===== src/rtl/weight_fetcher.sv =====
// weight_fetcher: walks every filter/channel pair of a conv layer, issues one
// single-cycle ROM read per pair and streams the returned kernels, tagged with
// their indices, through a 2-entry valid/ready output buffer.
// Optional feature: define WEIGHT_FETCH_TIMEOUT_EN to build the response
// watchdog (sticky error, buffer flush and return to idle).
module weight_fetcher #(
  parameter int unsigned NUM_FILTERS    = 3,
  parameter int unsigned INPUT_CHANNELS = 3,
  parameter int unsigned KERNEL_SIZE    = 3,
  parameter int unsigned WEIGHT_WIDTH   = 16,
  parameter int unsigned TIMEOUT_CYCLES = 64,
  localparam int unsigned KW = KERNEL_SIZE * KERNEL_SIZE * WEIGHT_WIDTH,
  localparam int unsigned FW = $clog2(NUM_FILTERS),
  localparam int unsigned CW = $clog2(INPUT_CHANNELS)
) (
  input  logic          clk,
  input  logic          rst_n,
  input  logic          start,
  output logic          busy,
  output logic          done,
  output logic          error,
  output logic [FW-1:0] rom_filter_idx,
  output logic [CW-1:0] rom_channel_idx,
  output logic          rom_read_enable,
  input  logic [KW-1:0] rom_weight_in,
  input  logic          rom_weight_valid,
  output logic [KW-1:0] out_weight,
  output logic [FW-1:0] out_filter_idx,
  output logic [CW-1:0] out_channel_idx,
  output logic          out_last,
  output logic          out_valid,
  input  logic          out_ready
);

  localparam logic [FW-1:0] LastF = FW'(NUM_FILTERS - 1);
  localparam logic [CW-1:0] LastC = CW'(INPUT_CHANNELS - 1);

  typedef enum logic [2:0] {StIdle, StIssue, StWait, StHold, StDrain} state_e;

  state_e        state_q, state_d;
  logic [FW-1:0] f_q, f_d;
  logic [CW-1:0] c_q, c_d;

  // Output buffer storage
  logic [KW-1:0] buf_w_q [2];
  logic [FW-1:0] buf_f_q [2];
  logic [CW-1:0] buf_c_q [2];
  logic          buf_l_q [2];
  logic          rd_ptr_q, wr_ptr_q;
  logic [1:0]    count_q, count_d;

  logic push, pop, is_last, timeout;

  assign is_last   = (f_q == LastF) && (c_q == LastC);
  // Responses outside WAIT are ignored by construction
  assign push      = (state_q == StWait) && rom_weight_valid;
  assign out_valid = (count_q != 2'd0);
  assign pop       = out_valid && out_ready;
  assign count_d   = count_q + {1'b0, push} - {1'b0, pop};

`ifdef WEIGHT_FETCH_TIMEOUT_EN
  localparam int unsigned TW = $clog2(TIMEOUT_CYCLES + 1);

  logic [TW-1:0] wait_cnt_q;
  logic          error_q;

  // Count consecutive WAIT cycles without a response
  always_ff @(posedge clk or negedge rst_n) begin
    if (!rst_n) begin
      wait_cnt_q <= '0;
    end else if (state_q != StWait || rom_weight_valid) begin
      wait_cnt_q <= '0;
    end else begin
      wait_cnt_q <= wait_cnt_q + TW'(1);
    end
  end

  assign timeout = (state_q == StWait) && !rom_weight_valid &&
                   (wait_cnt_q == TW'(TIMEOUT_CYCLES - 1));

  // Sticky error, cleared only by an accepted start
  always_ff @(posedge clk or negedge rst_n) begin
    if (!rst_n) begin
      error_q <= 1'b0;
    end else if (state_q == StIdle && start) begin
      error_q <= 1'b0;
    end else if (timeout) begin
      error_q <= 1'b1;
    end
  end

  assign error = error_q;
`else
  logic unused_timeout_cfg;
  assign unused_timeout_cfg = ^TIMEOUT_CYCLES;
  assign timeout = 1'b0;
  assign error   = 1'b0;
`endif

  // FSM state and pair counters
  always_ff @(posedge clk or negedge rst_n) begin
    if (!rst_n) begin
      state_q <= StIdle;
      f_q     <= '0;
      c_q     <= '0;
    end else begin
      state_q <= state_d;
      f_q     <= f_d;
      c_q     <= c_d;
    end
  end

  // Next-state logic; issue only when the buffer can absorb the response
  always_comb begin
    state_d = state_q;
    f_d     = f_q;
    c_d     = c_q;
    unique case (state_q)
      StIdle: begin
        if (start) begin
          f_d     = '0;
          c_d     = '0;
          state_d = StIssue;
        end
      end
      StIssue: state_d = StWait;
      StWait: begin
        if (rom_weight_valid) begin
          if (is_last) begin
            state_d = StDrain;
          end else begin
            if (c_q == LastC) begin
              c_d = '0;
              f_d = f_q + FW'(1);
            end else begin
              c_d = c_q + CW'(1);
            end
            state_d = (count_d <= 2'd1) ? StIssue : StHold;
          end
        end else if (timeout) begin
          state_d = StIdle;
        end
      end
      StHold: begin
        if (count_q <= 2'd1) state_d = StIssue;
      end
      StDrain: begin
        if (count_q == 2'd0) state_d = StIdle;
      end
      default: state_d = StIdle;
    endcase
  end

  // 2-entry FIFO; simultaneous push and pop keep occupancy unchanged
  always_ff @(posedge clk or negedge rst_n) begin
    if (!rst_n) begin
      rd_ptr_q <= 1'b0;
      wr_ptr_q <= 1'b0;
      count_q  <= 2'd0;
      for (int i = 0; i < 2; i++) begin
        buf_w_q[i] <= '0;
        buf_f_q[i] <= '0;
        buf_c_q[i] <= '0;
        buf_l_q[i] <= 1'b0;
      end
    end else if (timeout) begin
      rd_ptr_q <= 1'b0;
      wr_ptr_q <= 1'b0;
      count_q  <= 2'd0;
    end else begin
      if (push) begin
        buf_w_q[wr_ptr_q] <= rom_weight_in;
        buf_f_q[wr_ptr_q] <= f_q;
        buf_c_q[wr_ptr_q] <= c_q;
        buf_l_q[wr_ptr_q] <= is_last;
        wr_ptr_q          <= ~wr_ptr_q;
      end
      if (pop) rd_ptr_q <= ~rd_ptr_q;
      count_q <= count_d;
    end
  end

  // Outputs; head data is zeroed when the buffer is empty
  assign rom_read_enable = (state_q == StIssue);
  assign rom_filter_idx  = f_q;
  assign rom_channel_idx = c_q;
  assign done            = (state_q == StDrain) && (count_q == 2'd0);
  assign busy            = (state_q != StIdle) && !done;
  assign out_weight      = out_valid ? buf_w_q[rd_ptr_q] : '0;
  assign out_filter_idx  = out_valid ? buf_f_q[rd_ptr_q] : '0;
  assign out_channel_idx = out_valid ? buf_c_q[rd_ptr_q] : '0;
  assign out_last        = out_valid ? buf_l_q[rd_ptr_q] : 1'b0;

endmodule

===== config.mk =====
export PLATFORM = sky130hd
export DESIGN_NAME = weight_fetcher
export DESIGN_NICKNAME = d
export VERILOG_FILES = /design/src/rtl/weight_fetcher.sv
export SDC_FILE = /design/constraint.sdc
export NUM_CORES = 1
export LEC_CHECK = 0
export ABC_AREA = 0
export CORE_MARGIN = 10
export CORE_UTILIZATION = 35
export CTS_BUF_LIST = sky130_fd_sc_hd__clkbuf_8
export DETAILED_ROUTE_END_ITERATION = 6
export RECOVER_POWER = 50
export SLEW_MARGIN = 20
export SYNTH_ARGS = -nofsm -noshare
export SYNTH_HDL_FRONTEND = slang
export SYNTH_SLANG_ARGS = --single-unit

===== constraint.sdc =====
create_clock -name clk -period 2.4 [get_ports clk]
set_clock_uncertainty 0.05 [all_clocks]
set_input_delay 0.36 -clock clk [delete_from_list [all_inputs] [get_ports clk]]
set_output_delay 0.36 -clock clk [all_outputs]
set_load 0.02 [all_outputs]

==> impl_results.md, run 1 <==
* Drt first-iter violations at 440
* Slew margin rel. at 6.62%
* F_max at 0.410 GHz
* DPL Wire Length at 26500 um
* H-tree Lvls at 2
* Synthesis-to-layout area growth at 38.5%
* Mapped Area at 14100 um^2
* Leakage at 9.13 nW
* Starting Density at 35.5%
* Clock-pin slew on the worst setup and hold paths at 0.07 ns
* Power, Total at 30.9 mW
* Worst Setup Path Type: flip-flop to output port
* Via density at 4.79
* Pwr dens at 1580 nW/um^2
* Post-synth EDFFs at 0
* Vias in the first global route at 10541
* Yosys warning count at 0
* Max-slew violations at 0
* Syn nets at 1182
* CORE AREA at 39800 um^2
* Post-synth ARST share at 100%
* Largest net degree at the start of global routing at 55
* Initial antenna violation count at 5
* CP endpoint kind: output port
* Top cells by count, synth: dfrtp_1 (309), mux2_2 (225), nor2_1 (155)
* # IOs at 307
* Die W at 221 um
* ANT nets after route at 0
* Filler-free cell count of the finished design at 1984
* Final RePlAce weighted congestion at 0.753
* CTS root buf: clkbuf_8
* Hold Path Class: input pin to flip-flop
* Layout net count at 1567
* Max VDD drop at 0.858 mV
* Slew @ Worst Pin at 1.40 ns
* Tcrit/Tclk final at 102%
* Dpl cells at 1844
* Residual DRC at 0
* Drt wl/cell at 20.3 um
* Synth cell types at 35
* Syn Inst Count at 1030
* Fin crit period at 2.44 ns
* Sequential area share after synthesis at 54.7%
* Final Core Density at 49.1%
* Failing checks: negative setup slack
* Yosys top cell by area: dfrtp_1
* Worst Path Max Fanout at 5
* Flop2flop setup slack at 0.19 ns
* FP Rows at 73
* Worst Setup Slack, final at -0.0413 ns
* Yosys top cell area share at 54.7%
* # clock sinks at 309
* Hold Vio Cnt, Final at 0
* CP Launch Type: flip-flop
* Setup repair after global routing missed its margin: true
* Dominant cells by area after synthesis: dfrtp_1 (55%), mux2_2 (18%), mux2i_1 (11%), mux2_4 (5.3%), nor2_1 (4.1%)
* Total GRT Usage at 15.8%
* CTS tree: yes
* Share of layout cells above drive strength 1 at 44.4%
* Most frequent cell after synthesis: dfrtp_1
* Max Buffers Root-to-Sink at 3
* Maxcap violations at 0
* First-pass GRT wire length at 62300 um
* DRT Wirelength at 40200 um
* Mapped Avg Cell Area at 13.7 um^2
* Via count of the routed design at 9495
* Synth Flop Type: dfrtp_1
* Clk_lat worst skew at 0.61 ns
* Filler Cell Count at 3665
* CP required at 1.99 ns
* CTS buffer count at 53
* Post-place setup slack at 0.0602 ns
* Outcome: finished with violations
* I/O Buffers at 305
* Drt first pass iters at 4
* Die H at 221 um
* Overflow after GRT at 0
* Full die area at 48800 um^2
* Final setup violation count at 11
* FF+latch count, synth at 309
* Crit path DAT at 2.03 ns
cells by family (layout without fill, tap and decap cells):
family,after synthesis,after routing,share of synthesized area [%]
fa+ha+maj,3,3,0.266
xor+xnor,3,3,0.186
flops,309,309,54.7
compound gates,13,13,0.585
buf+inv,72,497,3.40
other cells,1,5,0.0265
simple gates,186,186,5.48
mux,443,443,35.3
cell usage in the layout (no fill, tap or decap), types with 4 or more instances in the layout:
cell type	count
buf_12	24
buf_2	40
clkdlybuf4s50_1	152
mux2_2	225
buf_8	5
mux2i_1	119
clkbuf_2	10
mux2i_2	27
nand2_1	12
clkbuf_16	7
buf_16	8
dfrtp_1	308
o21ai_0	5
buf_4	123
mux2_4	50
a21o_1	5
inv_1	21
clkinv_2	4
nor2_2	19
buf_6	21
diode_2	4
nor2_1	135
clkbuf_8	71
mux2_1	19
worst paths after layout:
kind / depth (start not counted) / endpoint / startpoint
min in group asynchronous: 2 / buf_w_q[176] / rst_n
max in group asynchronous: 4 / buf_w_q[9] / rst_n
max: 6 / out_weight[104] / rd_ptr_q
max reg2reg: 10 / state_q[1] / count_q[1]
min: 2 / buf_w_q[104] / rom_weight_in[104]
min reg2reg: 2 / buf_f_q[0] / buf_f_q[0]
final cells by class:
type,count,area [um^2],share of cell area (%)
multi-input combinational,649,6110,31.2
clock inverter,24,125,0.639
sequential,309,7740,39.5
antenna,4,10.0,0.0512
timing repair buffer,399,3940,20.2
inverter,3,11.3,0.0575
tap,525,657,3.36
clock buffer,71,977,4.99
power by group:
| group | switching (mW) | internal [mW] | total (mW) |
|---|---|---|---|
| Clock | 2.15 | 2.73 | 4.88 |
| Sequential | 1.47 | 7.83 | 9.30 |
| Combinational | 8.17 | 8.53 | 16.7 |
repair_timing:
item	CTS	global route
hold buffers	1	0
endpoints found under the setup margin	152	115
pin swaps	3	11
buffers inserted	11	18
gates cloned	6	9
endpoints found under the hold margin	88	0
gates resized for setup	618	195
per-stage QoR:
step / setup TNS, ns / instance area, um^2 / hold WS (ns)
final: -0.198 / 19600 / 0.322
after global routing: -7.04 / 19600 / 0.263
after CTS: -3.88 / 19100 / 0.176
after detailed placement: 0 / 18100 / 0.269
after global placement: 0 / 18100 / 0.272
after floorplan: 0 / 14100 / 0.0144
registers in the layout, summed over array words and instances, names as in the netlist:
signal and count:
rd_ptr_q 1, buf_c_q 4, buf_l_q 2, buf_w_q 288, count_q 2, rom_channel_idx 2, wr_ptr_q 1, buf_f_q 4
rom_filter_idx 2, state_q 3
worst max-delay path, cell delays in order, from the launching register on:
cell and delay (ns):
dfrtp_4 0.52, buf_6 0.15, clkbuf_16 0.15, buf_4 0.13
mux2i_1 0.22, nor2_1 0.09, buf_4 0.17
per-layer routing:
metal	GRT usage (%)	up-vias	share of wire (%)
met3	6.33	63	8.0
met4	3.61	8	1.5
li1	-	4359	-
met2	23.1	286	43
met1	21.5	4779	47
met5	0	-	0.13
(Power assumes the default switching activity.)
==> run 2, diff against run 1 <==
Settings changed: CORE_UTILIZATION 35 to 30.
==> run 2 against run 1 <==
  * The run ends with max-capacitance violations, max-slew violations, negative setup slack left
  * Critical path type unchanged
  * Design area up 1.1%
  * Count of clock-buffer cells in the layout unchanged
  * Die area is 15% higher
  * Critical path depth stayed put
  * Cell count grew 4.7%
  * Critical endpoint is now out_weight[117]
  * Routed wire length is 1.2% higher
  * Combinational power barely moved
  * Worst hold slack lost 0.018 ns
  * Via count increased by 0.22%
  * Flip-flop and latch count stayed put
==> impl_results.md, run 2 (synthesis gave the netlist of run 1 again) <==
* Starting Density at 30.3%
* Setup repair after global routing missed its margin: true
* First-pass GRT wire length at 62800 um
* CORE AREA at 46600 um^2
* F_max at 0.400 GHz
* Hold Vio Cnt, Final at 0
* Worst Setup Path Type: flip-flop to output port
* Footprint of the multi-input gates at 6040 um^2
* FP Rows at 79
* CP required at 1.99 ns
* WHS at 0.305 ns
* Max incr delay on CP at 0.57 ns
* Maxcap violations at 1
* # IOs at 307
* CTS tree: yes
* Fin crit period at 2.50 ns
* Cell mode on critical path: buf_12
* Drt first pass iters at 4
* # clock sinks at 309
* CTS root buf: clkbuf_8
* Initial antenna violation count at 8
* Crit path DAT at 2.09 ns
* Worst Path Max Fanout at 7
* Filler Cell Count at 4386
* Switching share of total power at 38.2%
* H-tree Lvls at 2
* Max reg flops at 288
* Max VDD drop at 0.795 mV
* Largest net degree at the start of global routing at 65
* Overflow after GRT at 0
* Layout net count at 1580
* Max Buffers Root-to-Sink at 3
* Hold Path Class: input pin to flip-flop
* Clock-pin slew on the worst setup and hold paths at 0.06 ns
* Full die area at 56200 um^2
* Die W at 237 um
* Failing checks: max-capacitance violations, max-slew violations, negative setup slack
* Drt wl/cell at 19.6 um
* Outcome: finished with violations
* Total GRT Usage at 14.1%
* Share of layout cells above drive strength 1 at 42.7%
* Leakage at 9.23 nW
* Commonest cells after routing, fill and taps aside: dfrtp_1 (308), mux2_2 (225), clkdlybuf4s50_1 (151), nor2_1 (149), mux2i_1 (135)
* Combinational share of power at 53.8%
* Via density at 4.58
* Tcrit/Tclk final at 104%
* DPL Wire Length at 26700 um
* ANT nets after route at 0
* Reg area at 7740 um^2
* DRT Wirelength at 40700 um
* CP Launch Type: flip-flop
* Post-place setup slack at 0.0482 ns
* Power, Total at 30.6 mW
* Slew margin rel. at -16.5%
* Final RePlAce weighted congestion at 0.751
* Synthesis-to-layout area growth at 40.0%
* Seq pwr share at 30.4%
* Clk_lat worst skew at 0.62 ns
* Slew @ Worst Pin at 1.75 ns
* P_int at 18.9 mW
* Drt first-iter violations at 337
* Die H at 237 um
* Commonest non-fill, non-tap cell in the layout: dfrtp_1
* Pwr dens at 1550 nW/um^2
* Slowest stage cell on the critical path: dfrtp_4
* Via count of the routed design at 9516
* Critical path's top delay family: buffers and inverters
* CP endpoint kind: output port
* Clock share of power at 15.8%
* I/O Buffers at 305
* Max-slew violations at 63
* CTS buffer count at 56
* Residual DRC at 0
* Final setup violation count at 63
* Worst path cell trace: buf_12 > buf_16 > buf_12 > mux2i_4 > nor2_4 > buf_6
* Vias in the first global route at 10543
* Worst path bufs/invs at 4
* Biggest register: buf_w_q
* Worst Setup Slack, final at -0.0974 ns
* Top Registers: buf_w_q x288, buf_c_q x4, buf_f_q x4
* NetSw at 11.7 mW
## run 2: changes by cell type in the layout (fill, tap and decap cells not counted), sizes merged, moves of 2 or more
| cell | delta |
|---|---|
| clkdlybuf4s15 | +21 |
| buf | -8 |
| diode | -2 |
| inv | +4 |
| clkbuf | -5 |
## run 2: layout make-up
class | count | area share (%)
clock inverter | 28 | 0.595
antenna | 2 | 0.0253
clock buffer | 71 | 4.94
tap | 607 | 3.84
inverter | 3 | 0.0569
sequential | 309 | 39.1
timing repair buffer | 409 | 20.9
multi-input combinational | 649 | 30.6
## run 2: per-stage QoR
stage                     instance area (um^2)  TNS, ns  util [%]  cells
after global placement                   18200        0      39.1   1927
after CTS                                19600   -17.62      42.1   2056
final                                    19800    -2.41      42.5   2078
after detailed placement                 18200        0      39.1   1927
after global routing                     19800   -18.66      42.5   2076
after floorplan                          14100        0         -   1030
## run 2: repair_timing
item / CTS / global route
hold buffers: 1 / 0
cloned: 10 / 4
endpoints found under the setup margin: 153 / 147
buffers inserted: 19 / 20
resized for setup: 567 / 162
pin swaps: 5 / 21
hold endpoints to repair: 55 / 0
## run 2: worst register-to-register path, cell delays in order (launching register included)
cell and delay (ns):
dfrtp_1 0.41, nor2_4 0.16, inv_1 0.10, and2_1 0.21, ha_1 0.29, inv_1 0.04, ha_1 0.21, xnor2_2 0.14
xnor2_1 0.20, a21oi_1 0.10, nor4_1 0.19
## run 2: power groups by stage
stage	logic, mW	registers (mW)	clock network (mW)
floorplan	9.58	8.84	0
global placement	15.7	9.18	0
detailed placement	15.9	9.29	0
CTS	16.1	9.27	5.04
global route	17.7	9.64	5.27
finish	16.5	9.29	4.82
## run 2: final timing paths
check | to | cells after the start | start | slack, ns
max reg2reg | state_q[1] | 10 | count_q[1] | 0.20
min reg2reg | buf_f_q[2] | 2 | buf_f_q[2] | 0.44
max in group asynchronous | buf_w_q[186] | 3 | rst_n | 0.27
min | buf_w_q[108] | 2 | rom_weight_in[108] | 0.30
min in group asynchronous | buf_w_q[197] | 2 | rst_n | 0.71
max | out_weight[117] | 6 | rd_ptr_q | -0.1
## run 2: per-layer routing
metal  track usage (%)  part of all wire (%)  up-vias  wire (um)
li1                  -                     -     4389          -
met1              18.2                    45     4799      18300
met2              21.6                    45      257      18400
met3              5.01                   7.9       63       3220
met4              4.17                   1.9        8        762
met5                 0                  0.14        -         57
==> run 3, diff against run 2 <==
Settings changed: CORE_ASPECT_RATIO from default to 0.75.
Clock period 2.4 ns to 2.9 ns, I/O delays scaled along.
==> run 3 against run 2 <==
  * The flow finishes with violations (max-capacitance violations, max-slew violations)
  * Core utilization decreased by 0.94 points
  * Clock power shrank 18%
  * Largest power group unchanged
  * Via count is 2.5% lower
==> impl_results.md, run 3 (synthesis gave the netlist of run 1 again) <==
* Biggest register: buf_w_q
* Worst Setup Path Type: flip-flop to output port
* # IOs at 307
* Drt wl/cell at 19.0 um
* Synthesis-to-layout area growth at 36.1%
* Reg area at 7740 um^2
* Die W at 271 um
* I/O Buffers at 305
* Leakage at 9.40 nW
* Max Buffers Root-to-Sink at 3
* Clk_lat worst skew at 0.62 ns
* Power, Total at 24.1 mW
* Max VDD drop at 0.695 mV
* Fin crit period at 2.84 ns
* Drt first-iter violations at 381
* Footprint of the multi-input gates at 5930 um^2
* H-tree Lvls at 2
* Tcrit/Tclk final at 97.9%
* Worst Setup Slack, final at 0.0621 ns
* Worst Path Max Fanout at 22
* CTS buffer count at 52
* Reg-to-reg startpoint: state_q[0]
* CP required at 2.41 ns
* First-pass GRT wire length at 60000 um
* DPL Wire Length at 26100 um
* CTS root buf: clkbuf_8
* Max-slew violations at 56
* Setup repair after global routing missed its margin: true
* Flop2flop setup slack at 0.26 ns
* Hold Startpoint: rom_weight_in[109]
* Reg-to-reg endpoint: buf_w_q[102]
* DRT Wirelength at 38900 um
* Starting Density at 30.5%
* CORE AREA at 46300 um^2
* Post-place setup slack at 0.308 ns
* Worst Hold Depth at 2
* Commonest non-fill, non-tap cell in the layout: dfrtp_1
* Filler Cell Count at 4401
* Full die area at 56300 um^2
* Die H at 208 um
* Layout net count at 1522
* Crit path DAT at 2.35 ns
* Max reg flops at 288
* Via density at 4.55
* Post-DP Area at 18100 um^2
* Slew margin rel. at -8.86%
* Failing checks: max-capacitance violations, max-slew violations
* Drt first pass iters at 6
* Hold Path Class: input pin to flip-flop
* Commonest cells after routing, fill and taps aside: dfrtp_1 (308), mux2_2 (225), clkdlybuf4s50_1 (183), nor2_1 (155), mux2i_1 (149)
* Share of layout cells above drive strength 1 at 28.3%
* Hold Vio Cnt, Final at 0
* Largest net degree at the start of global routing at 84
* Via count of the routed design at 9282
* Vias in the first global route at 10197
* CP endpoint kind: output port
* Slew @ Worst Pin at 1.63 ns
* Overflow after GRT at 0
* # clock sinks at 309
* CTS tree: yes
* Final instance area at 19200 um^2
* Final setup violation count at 0
* Initial antenna violation count at 5
* Residual DRC at 0
* F_max at 0.352 GHz
* ANT nets after route at 0
* Total GRT Usage at 13.2%
* Final RePlAce weighted congestion at 0.746
* Pwr dens at 1250 nW/um^2
* Maxcap violations at 1
* Top Registers: buf_w_q x288, buf_c_q x4, buf_f_q x4
* R2R depth at 5
* CP Launch Type: flip-flop
* FP Rows at 68
* Outcome: finished with violations
* Clock-pin slew on the worst setup and hold paths at 0.07 ns
* WHS Endpoint: buf_w_q[109]
-- run 3: changes by cell type in the layout (fill, tap and decap cells not counted), moves of 10 or more --
cell and change:
clkdlybuf4s50_1 +32, clkdlybuf4s15_2 -19, buf_16 -10, dlygate4sd2_1 +75, buf_6 -24, buf_12 -10
mux2i_2 -10, mux2i_1 +14, buf_4 -96, dlymetal6s2s_1 +42, buf_2 -38
-- run 3: metrics by stage --
stage	instances	hold WS [ns]	TNS [ns]	utilization, %
5_1_grt	2041	0.350	-0.0384	41.5
3_3_place_gp	1936	0.315	0	39.0
2_1_floorplan	1030	0.0894	0	-
4_1_cts	2036	0.234	-2.39	41.3
6_report	2042	0.392	0	41.5
3_5_place_dp	1936	0.319	0	39.0
-- run 3: layout make-up --
type | count | area share, %
Antenna cell | 1 | 0.0130
Clock buffer | 67 | 4.80
Clock inverter | 28 | 0.800
Inverter | 3 | 0.0586
Multi-Input combinational cell | 649 | 30.8
Sequential cell | 309 | 40.2
Tap cell | 630 | 4.10
Timing Repair Buffer | 355 | 19.2
-- run 3: per-layer routing --
metal / vias up / share of wire [%] / GRT usage (%)
met5: - / 0.028 / 0
met1: 4732 / 48 / 18.1
met2: 236 / 43 / 19.3
met4: 2 / 1.2 / 3.05
met3: 43 / 7.8 / 4.89
li1: 4269 / - / -
-- run 3: timing repair --
action | in CTS | in global routing
hold buffers | 1 | 0
endpoints found under the setup margin | 130 | 52
gates cloned | 1 | 3
resized for setup | 80 | 49
pin swaps | 1 | 1
buffers inserted | 3 | 2
hold endpoints to repair | 43 | 0
-- run 3: how the worst max path moves through the flow --
stage | start | end | slack [ns]
after floorplan | count_q[1] | state_q[1] | 0.65
after global placement | rom_weight_valid | buf_w_q[211] | 0.36
after detailed placement | rom_weight_valid | buf_w_q[211] | 0.31
after CTS | rd_ptr_q | out_weight[65] | -0.11
after global routing | rd_ptr_q | out_weight[110] | -0.03
final | rd_ptr_q | out_weight[110] | 0.06
-- run 3: worst max-delay path, cell delays in order (launching register included) --
cell and delay (ns):
dfrtp_4 0.53, buf_12 0.23, mux2i_1 0.32, nor2_1 0.09, clkdlybuf4s50_1 0.55
-- run 3: where the power goes --
| group | internal [mW] | switching (mW) |
|---|---|---|
| Sequential | 6.48 | 1.15 |
| Combinational | 6.20 | 6.30 |
| Clock | 2.17 | 1.80 |
| Total | 14.8 | 9.25 |
